<file path="config.mk">
export PLATFORM = sky130hd
export DESIGN_NAME = dff_write_arbiter
export DESIGN_NICKNAME = d
export VERILOG_FILES = /design/src/rtl/dff_arb_pkg.sv /design/src/rtl/rr_pick.sv /design/src/rtl/dff_write_arbiter.sv
export SDC_FILE = /design/constraint.sdc
export NUM_CORES = 1
export LEC_CHECK = 0
export CAP_MARGIN = 10
export CELL_PAD_IN_SITES_DETAIL_PLACEMENT = 1
export CELL_PAD_IN_SITES_GLOBAL_PLACEMENT = 1
export CORE_MARGIN = 8
export CORE_UTILIZATION = 28
export DETAILED_ROUTE_END_ITERATION = 10
export GPL_ROUTABILITY_DRIVEN = 0
export HOLD_SLACK_MARGIN = 0.05
export PLACE_DENSITY_LB_ADDON = 0.1
export SYNTH_ARGS = -nofsm -noshare
export SYNTH_HDL_FRONTEND = slang
export SYNTH_SLANG_ARGS = --single-unit
</file>
<file path="constraint.sdc">
create_clock -name clk -period 4.55 [get_ports clk]
set_input_delay 0.91 -clock clk [delete_from_list [all_inputs] [get_ports clk]]
set_output_delay 0.91 -clock clk [all_outputs]
set_load 0.02 [all_outputs]
</file>
<file path="src/rtl/dff_arb_pkg.sv">
// dff_arb_pkg: shared FSM state type and default build constants for the write arbiter
package dff_arb_pkg;
  typedef enum logic {IDLE, HOLD} state_t;
  localparam int DEF_N_REQ = 4;
  localparam int DEF_WIDTH = 8;
  localparam int DEF_HOLD_CYCLES = 2;
endpackage

</file>
<file path="src/rtl/rr_pick.sv">
// rr_pick: first valid requester at or above ptr, wrapping, as a one-hot grant plus index
module rr_pick #(
  parameter int N = 4,
  localparam int IW = $clog2(N)
) (
  input  logic [N-1:0]  valid,
  input  logic [IW-1:0] ptr,
  output logic [N-1:0]  grant,
  output logic [IW-1:0] idx,
  output logic          any
);
  // Scan farthest offset first so the nearest valid index overwrites it.
  always_comb begin
    idx = '0;
    any = 1'b0;
    for (int k = N - 1; k >= 0; k--)
      if (valid[(int'(ptr) + k) % N]) begin
        idx = IW'((int'(ptr) + k) % N);
        any = 1'b1;
      end
  end
  assign grant = any ? N'(1) << idx : '0;
endmodule

</file>
<file path="src/rtl/dff_write_arbiter.sv">
// dff_write_arbiter: round-robin arbitration of N_REQ writers onto one shared register,
// with a programmable idle gap after every write.
module dff_write_arbiter
  import dff_arb_pkg::*;
#(
  parameter int N_REQ = DEF_N_REQ,
  parameter int WIDTH = DEF_WIDTH,
  parameter int HOLD_CYCLES = DEF_HOLD_CYCLES
) (
  input  logic                       clk,
  input  logic                       reset,
  input  logic [N_REQ-1:0]           req_valid,
  input  logic [N_REQ*WIDTH-1:0]     req_data,
  output logic [N_REQ-1:0]           req_ready,
  output logic [WIDTH-1:0]           q,
  output logic [WIDTH-1:0]           qb,
  output logic [$clog2(N_REQ)-1:0]   q_owner,
  output logic                       q_update,
  output logic                       busy
);
  localparam int IW = $clog2(N_REQ);
  state_t state, state_n;
  logic [3:0] hold_cnt, cnt_n;
  logic [IW-1:0] rr_ptr, idx;
  logic [N_REQ-1:0] grant;
  logic any, fire;
  rr_pick #(.N(N_REQ)) u_pick (
    .valid(req_valid),
    .ptr(rr_ptr),
    .grant(grant),
    .idx(idx),
    .any(any)
  );
  // Grants are masked while reset is held so nothing is offered before release.
  assign req_ready = (reset && state == IDLE) ? grant : '0;
  assign fire = reset && state == IDLE && any;
  assign busy = reset && state == HOLD;
  assign qb = ~q;
  always_comb begin
    state_n = state;
    cnt_n = hold_cnt;
    if (state == IDLE) begin
      if (fire && HOLD_CYCLES > 0) begin
        state_n = HOLD;
        cnt_n = 4'(HOLD_CYCLES - 1);
      end
    end else begin
      state_n = (hold_cnt == '0) ? IDLE : HOLD;
      cnt_n = (hold_cnt == '0) ? hold_cnt : hold_cnt - 1'b1;
    end
  end
  always_ff @(posedge clk) begin
    if (!reset) begin
      state <= IDLE;
      hold_cnt <= '0;
      rr_ptr <= '0;
      q <= '0;
      q_owner <= '0;
      q_update <= 1'b0;
    end else begin
      state <= state_n;
      hold_cnt <= cnt_n;
      q_update <= fire;
      if (fire) begin
        q <= req_data[int'(idx)*WIDTH +: WIDTH];
        q_owner <= idx;
        rr_ptr <= (idx == IW'(N_REQ - 1)) ? '0 : idx + 1'b1;
      end
    end
  end
endmodule

</file>
==> results of run 1 <==
-- per-stage QoR --
stage               cell area (um^2)  utilization, %  hold slack, ns
floorplan                       1100               -           0.472
global placement                1750            47.0           0.440
detailed placement              1750            47.0           0.444
CTS                             1800            48.5           0.461
global route                    1800            48.5           0.488
finish                          1800            48.5           0.458
-- registers in the layout, summed over array words and instances (netlist names) --
name      count
hold_cnt      4
q             8
q_owner       2
q_update      1
rr_ptr        2
state         1
-- kinds of logic after synthesis --
| family | after synthesis |
|---|---|
| buffers and inverters | 29 |
| flip-flops | 18 |
| AO/OA/AOI/OAI | 41 |
| multiplexers | 2 |
| XOR/XNOR | 2 |
| AND/OR/NAND/NOR | 39 |
| adder cells (fa/ha/maj) | 3 |
-- metal layers --
metal | global-route usage, % | share of wire [%] | vias up
met1 | 15.4 | 43 | 576
li1 | - | - | 593
met4 | 3.89 | 0.83 | 0
met2 | 23.8 | 49 | 42
met5 | 0 | 0 | -
met3 | 4.21 | 7.3 | 4
-- worst register-to-register path, delay by kind of cell, from the launching register on --
kind	cells	cell delay, ns
and+or+nand+nor	2	0.81
AOI/OAI and AO/OA	2	0.61
DFF	1	0.35
buffers and inverters	1	0.07
-- cells in the final DEF, fill, tap and decap left out, drive strengths merged --
master and instances:
o211ai 7, a21oi 2, a211o 7, o22a 1, nor4 2, clkdlybuf4s50 61, clkbuf 4, and2 2
nor3b 1, nor3 2, o21ai 5, a22o 1, a21boi 7, nand3 7, a32o 7, mux2i 2
a221o 1, a2bb2oi 1, nor2 12, xnor2 2, nor2b 3, o221ai 1, a211oi 1, nand2 8
inv 22, buf 2, or4 1, dfxtp 18, nand2b 1, ha 3
-- final cells by class --
type                            instances  area [um^2]
Clock buffer                            4         55.1
Fill cell                             457         1920
Inverter                               22         87.6
Timing Repair Buffer                   63          626
Multi-Input combinational cell         87          612
Tap cell                               48         60.1
Sequential cell                        18          360
-- power by group through the flow --
| stage | Sequential (mW) | Combinational [mW] | Clock, mW |
|---|---|---|---|
| floorplan | 0.230 | 0.183 | 0 |
| global placement | 0.210 | 0.345 | 0 |
| detailed placement | 0.211 | 0.354 | 0 |
| finish | 0.208 | 0.352 | 0.133 |
| CTS | 0.208 | 0.357 | 0.137 |
| global route | 0.213 | 0.382 | 0.146 |
-- how the worst max path moves through the flow --
stage | from | endpoint | slack (ns) | depth (start not counted)
after global routing | req_valid[1] | req_ready[1] | 0.03 | 6
after floorplan | req_valid[2] | req_ready[2] | 1.42 | 8
after global placement | req_valid[1] | req_ready[0] | 0.40 | 6
after detailed placement | req_valid[1] | req_ready[1] | 0.29 | 6
after CTS | req_valid[1] | req_ready[1] | 0.25 | 6
final | req_valid[1] | req_ready[0] | 0.22 | 6
==> metrics.md, run 1 <==
| Metric | Value |
|---|---|
| Ranking of synthesized cells by area | dfxtp_1 (33%), inv_1 (7.2%), a32o_1 (6.4%), a211o_1 (5.6%), a21boi_0 (4.8%) |
| Post-synth EDFFs | 0 |
| Placeable Area | 0.00372 mm^2 |
| Routed via count | 1215 |
| Area share of xor/xnor cells in the synthesized design | 1.59% |
| Cell family with most CP delay | simple AND/OR/NAND/NOR gates |
| Simple-Gate Fraction of Synth Area | 18.7% |
| Post-CTS Resized | 0 |
| Post-route ant nets | 0 |
| Yosys warnings | 0 |
| Synthesis-to-layout area growth | 63.9% |
| Post-Place Cells | 238 |
| Site row count | 22 |
| Post-synth top cells | inv_1 (21), dfxtp_1 (18), nor2_1 (12) |
| Share of cells above drive strength 1 | 5.67% |
| CTS sink cnt | 18 |
| Setup TNS | 0 ns |
| # setup viols final | 0 |
| Proportion of synthesized area in mux cells | 1.82% |
| Final nets | 236 |
| RR Startpoint | rr_ptr[1]$_SDFFE_PN0P_ |
| Status | finished, final reports clean |
| Via-to-Cell Ratio | 5.02 |
| Worst hold stages | 2 |
| PortBufs | 61 |
| Initial antenna violation count | 0 |
| Hold Path Sink | q_owner[0]$_SDFFE_PN0P_ |
| DRT Wirelength | 4220 um |
| Largest net degree at the start of global routing | 17 |
| Crit-path max cell delay | 0.79 ns |
| Post-Syn Area | 0.00110 mm^2 |
| Pleak | 0.720 nW |
| Power Density | 385 mW/mm^2 |
| Detail Placement HPWL | 3300 um |
| Global-route wire length before repair | 6740 um |
| Hold crit path type | reg2reg |
| Antenna diode count | 0 |
| Worst Reg2Reg Path Length in Cells | 5 |
| Sw Share | 37.6% |
| Part of the power in the clock network | 19.2% |
| Crit path required time | 3.64 ns |
| Clock Skew | 0.00493 ns |
| DRC violations left | 0 |
| Worst Setup Start Kind | primary input |
| R2r setup slk | 2.61 ns |
| Total I/O pin count | 62 |
| Pre-Repair DR Iteration Count | 4 |
| CP Buf/Inv Count | 2 |
| Die area | 0.00618 mm^2 |
| Yosys reg bits | 18 |
| CTS buffer count | 3 |
| Net Count, Synth | 175 |
| Vias in the first global route | 1334 |
| Post-synth top area cell | dfxtp_1 |
| Reg2reg end | q[0]$_SDFFE_PN0P_ |
| Hold Buf Count CTS | 0 |
| Total grt overflow | 0 |
| Hold path startpoint | q_owner[0]$_SDFFE_PN0P_ |
| Avg Inst Size Synth | 8.20 um^2 |
| Least-Margin Pin Slew | 1.01 ns |
| Mapped Cells | 134 |
| Ys async rst share | 0% |
| Max Cap Viol | 0 |
| Period utilization | 95.1% |
| Share of the synthesized area in the top cell type | 32.8% |
| Slew HR | 32.1% |
| Non-filler cells, final | 242 |
| Max Root-Sink Buffers | 2 |
| Worst skew pair latency | 0.26 ns |
| Post-route setup slack | 0.222 ns |
| Sw Pwr | 0.260 mW |
| Critical path type | in2out |
| Comb pwr share | 50.8% |
| Final count of pins violating max slew | 0 |
| Seq pwr share | 30.0% |
| Synth Area in Adders | 3.42% |
| Worst-path clk slew | 0.07 ns |
| Internal | 0.432 mW |
| Gr usage total | 13.6% |
| Distinct cells, synth | 33 |
| Max rail drop VDD | 0.000194 V |
| DR WL/cell | 17.4 um |
| Total Power | 0.693 mW |
| Crit path max fanout | 15 |
| Primary FF master, synth | dfxtp_1 |
| Main combinational cell family by area after synthesis | compound AO/OA/AOI/OAI gates |
| Min Tclk post-route | 4.33 ns |
| Final hold vios | 0 |
| Starting density of the core | 29.6% |
| Sequential area share after synthesis | 32.8% |
| CTS HTree Levels | 1 |
| Worst slack, placed | 0.286 ns |
| Fmax achieved | 231 MHz |
| DR iter-0 viols | 99 |
| Die X-Extent | 78.6 um |
| Most common cell in the synthesized netlist | inv_1 |
| Crit-path cells | clkdlybuf4s50_1, nor4_1, nor2_1, nand2_1, nor2_1, clkdlybuf4s50_1 |
| RSZ-0062 raised after global routing | no |
| Data arrival, critical path | 3.42 ns |
| Synth Area in Compound Gates | 29.6% |
| Critical Path Sink Type | primary output |
| CTS tree | done |
| Slowest cell on the critical path | nor2_1 |
| Die Y | 78.6 um |
| Post-CTS setup buffer count | 0 |
| CTS root buffer | clkbuf_8 |
Power figures use the tool's default switching activity.
==> inputs of run 2 (changes only) <==
Settings changed: CORE_UTILIZATION 28 to 40, DONT_BUFFER_PORTS set to 1.
==> run 2 against run 1 <==
First-iteration DRC count fell by 66%. Final area decreased by 37%. Total power fell by 25%. Worst hold slack improved by 0.087 ns. Die area down 24%. Clock-buffer cell count is 1 lower. Critical path depth decreased by 2. Sequential share of layout area up 12 points. Non-clock buffer count is 62 lower. Register-to-register slack improved by 0.03 ns. Fmax rose by 35%. Routed wire length is 25% lower. Highest routed layer unchanged.
==> metrics.md, run 2 (synthesis gave the netlist of run 1 again) <==
| Metric | Value |
|---|---|
| Status | finished, final reports clean |
| Hold Buf Count CTS | 0 |
| Gr usage total | 13.7% |
| Power Density | 460 mW/mm^2 |
| CTS tree | done |
| PortBufs | 0 |
| CP Launch Point | req_valid[2] |
| CTS HTree Levels | 1 |
| Setup TNS | 0 ns |
| Post-Route Utilization | 42.0% |
| CTS root buffer | clkbuf_4 |
| Leading cell type in the layout, fill and taps excluded | inv_1 |
| Die Y | 68.4 um |
| Vias in the first global route | 1001 |
| Global-route wire length before repair | 4930 um |
| Critical path type | in2out |
| Total grt overflow | 0 |
| Max rail drop VDD | 0.000175 V |
| Slew HR | 38.0% |
| Die area | 0.00468 mm^2 |
| Data arrival, critical path | 2.29 ns |
| Post-CTS Resized | 0 |
| Detail Placement HPWL | 2480 um |
| Most frequent cells in the layout | inv_1 (21), dfxtp_1 (18), nor2_1 (12) |
| # setup viols final | 0 |
| Clock Skew | 0.00405 ns |
| Crit path max fanout | 15 |
| Hold crit path type | reg2reg |
| Synthesis-to-layout area growth | 2.73% |
| Critical Path Sink Type | primary output |
| Crit path required time | 3.64 ns |
| Min Tclk post-route | 3.20 ns |
| RSZ-0062 raised after global routing | no |
| Fmax achieved | 312 MHz |
| CTS buffer count | 3 |
| Max Cap Viol | 0 |
| Pre-Repair DR Iteration Count | 3 |
| Total I/O pin count | 62 |
| Hold path startpoint | rr_ptr[1]$_SDFFE_PN0P_ |
| Site row count | 19 |
| Final count of pins violating max slew | 0 |
| Post-route ant nets | 0 |
| RR Startpoint | rr_ptr[1]$_SDFFE_PN0P_ |
| Initial antenna violation count | 0 |
| DR WL/cell | 19.5 um |
| Pleak | 0.464 nW |
| Worst Setup Start Kind | primary input |
| Total Power | 0.519 mW |
| Starting density of the core | 40.9% |
| Die X-Extent | 68.4 um |
| Least-Margin Pin Slew | 0.926 ns |
| Routed via count | 968 |
| DRT Wirelength | 3170 um |
| Max FFs per register | 8 |
| DR iter-0 viols | 34 |
| Final nets | 174 |
| Largest net degree at the start of global routing | 22 |
| Placeable Area | 0.00269 mm^2 |
| Post-CTS setup buffer count | 0 |
| Final hold vios | 0 |
| Post-Place Cells | 159 |
| Via-to-Cell Ratio | 5.98 |
| Worst skew pair latency | 0.29 ns |
| CTS sink cnt | 18 |
| Max Root-Sink Buffers | 2 |
| Top flop regs | q (8), hold_cnt (4) |
| Non-filler cells, final | 162 |
| Worst-path clk slew | 0.10 ns |
| Biggest register | q |
| Share of cells above drive strength 1 | 6.87% |
| DRC violations left | 0 |
| Antenna diode count | 0 |
| Period utilization | 70.4% |
==> run 2: cell count changes in the layout (fill, tap and decap cells not counted) <==
| cell | change |
|---|---|
| buf_4 | -1 |
| clkbuf_4 | +3 |
| clkbuf_8 | -4 |
| clkdlybuf4s50_1 | -61 |
==> run 2: power by group <==
part	internal [mW]	switching, mW	total, mW	leakage [nW]
logic	0.0757	0.130	0.206	0.302
clock network	0.0308	0.0483	0.0791	0.0138
registers	0.185	0.0489	0.234	0.149
==> run 2: layer usage <==
layer	vias up	global-route usage (%)	part of all wire (%)
met5	-	0	0
met4	0	4.60	1.3
met3	4	5.89	11
met2	40	20.6	43
met1	456	17.0	44
li1	468	-	-
==> run 2: path summary, 6_finish.rpt <==
kind,to,slack [ns],cells past startpoint
setup / recovery,req_ready[0],1.35,4
setup reg to reg,q[6]$_SDFFE_PN0P_,2.64,5
hold / removal,rr_ptr[1]$_SDFFE_PN0P_,0.54,2
hold reg to reg,rr_ptr[1]$_SDFFE_PN0P_,0.54,2
==> run 2: worst max-delay path: stages <==
cell and delay, ns:
nor4_1 0.06, nor2_1 0.72, nand2_1 0.23, nor2_1 0.37
==> run 2: area by class of cell <==
class / count / area (um^2)
Inverter: 22 / 87.6
Multi-Input combinational cell: 87 / 612
Sequential cell: 18 / 360
Tap cell: 31 / 38.8
Fill cell: 338 / 1560
Timing Repair Buffer: 1 / 7.51
Clock buffer: 3 / 22.5
==> run 2: stage by stage <==
step | instance area (um^2) | worst slack (ns) | hold slack, ns
finish | 1130 | 1.35 | 0.545
global route | 1130 | 1.15 | 0.595
CTS | 1130 | 1.32 | 0.545
detailed placement | 1110 | 1.32 | 0.530
global placement | 1110 | 1.39 | 0.504
floorplan | 1100 | 1.42 | 0.472
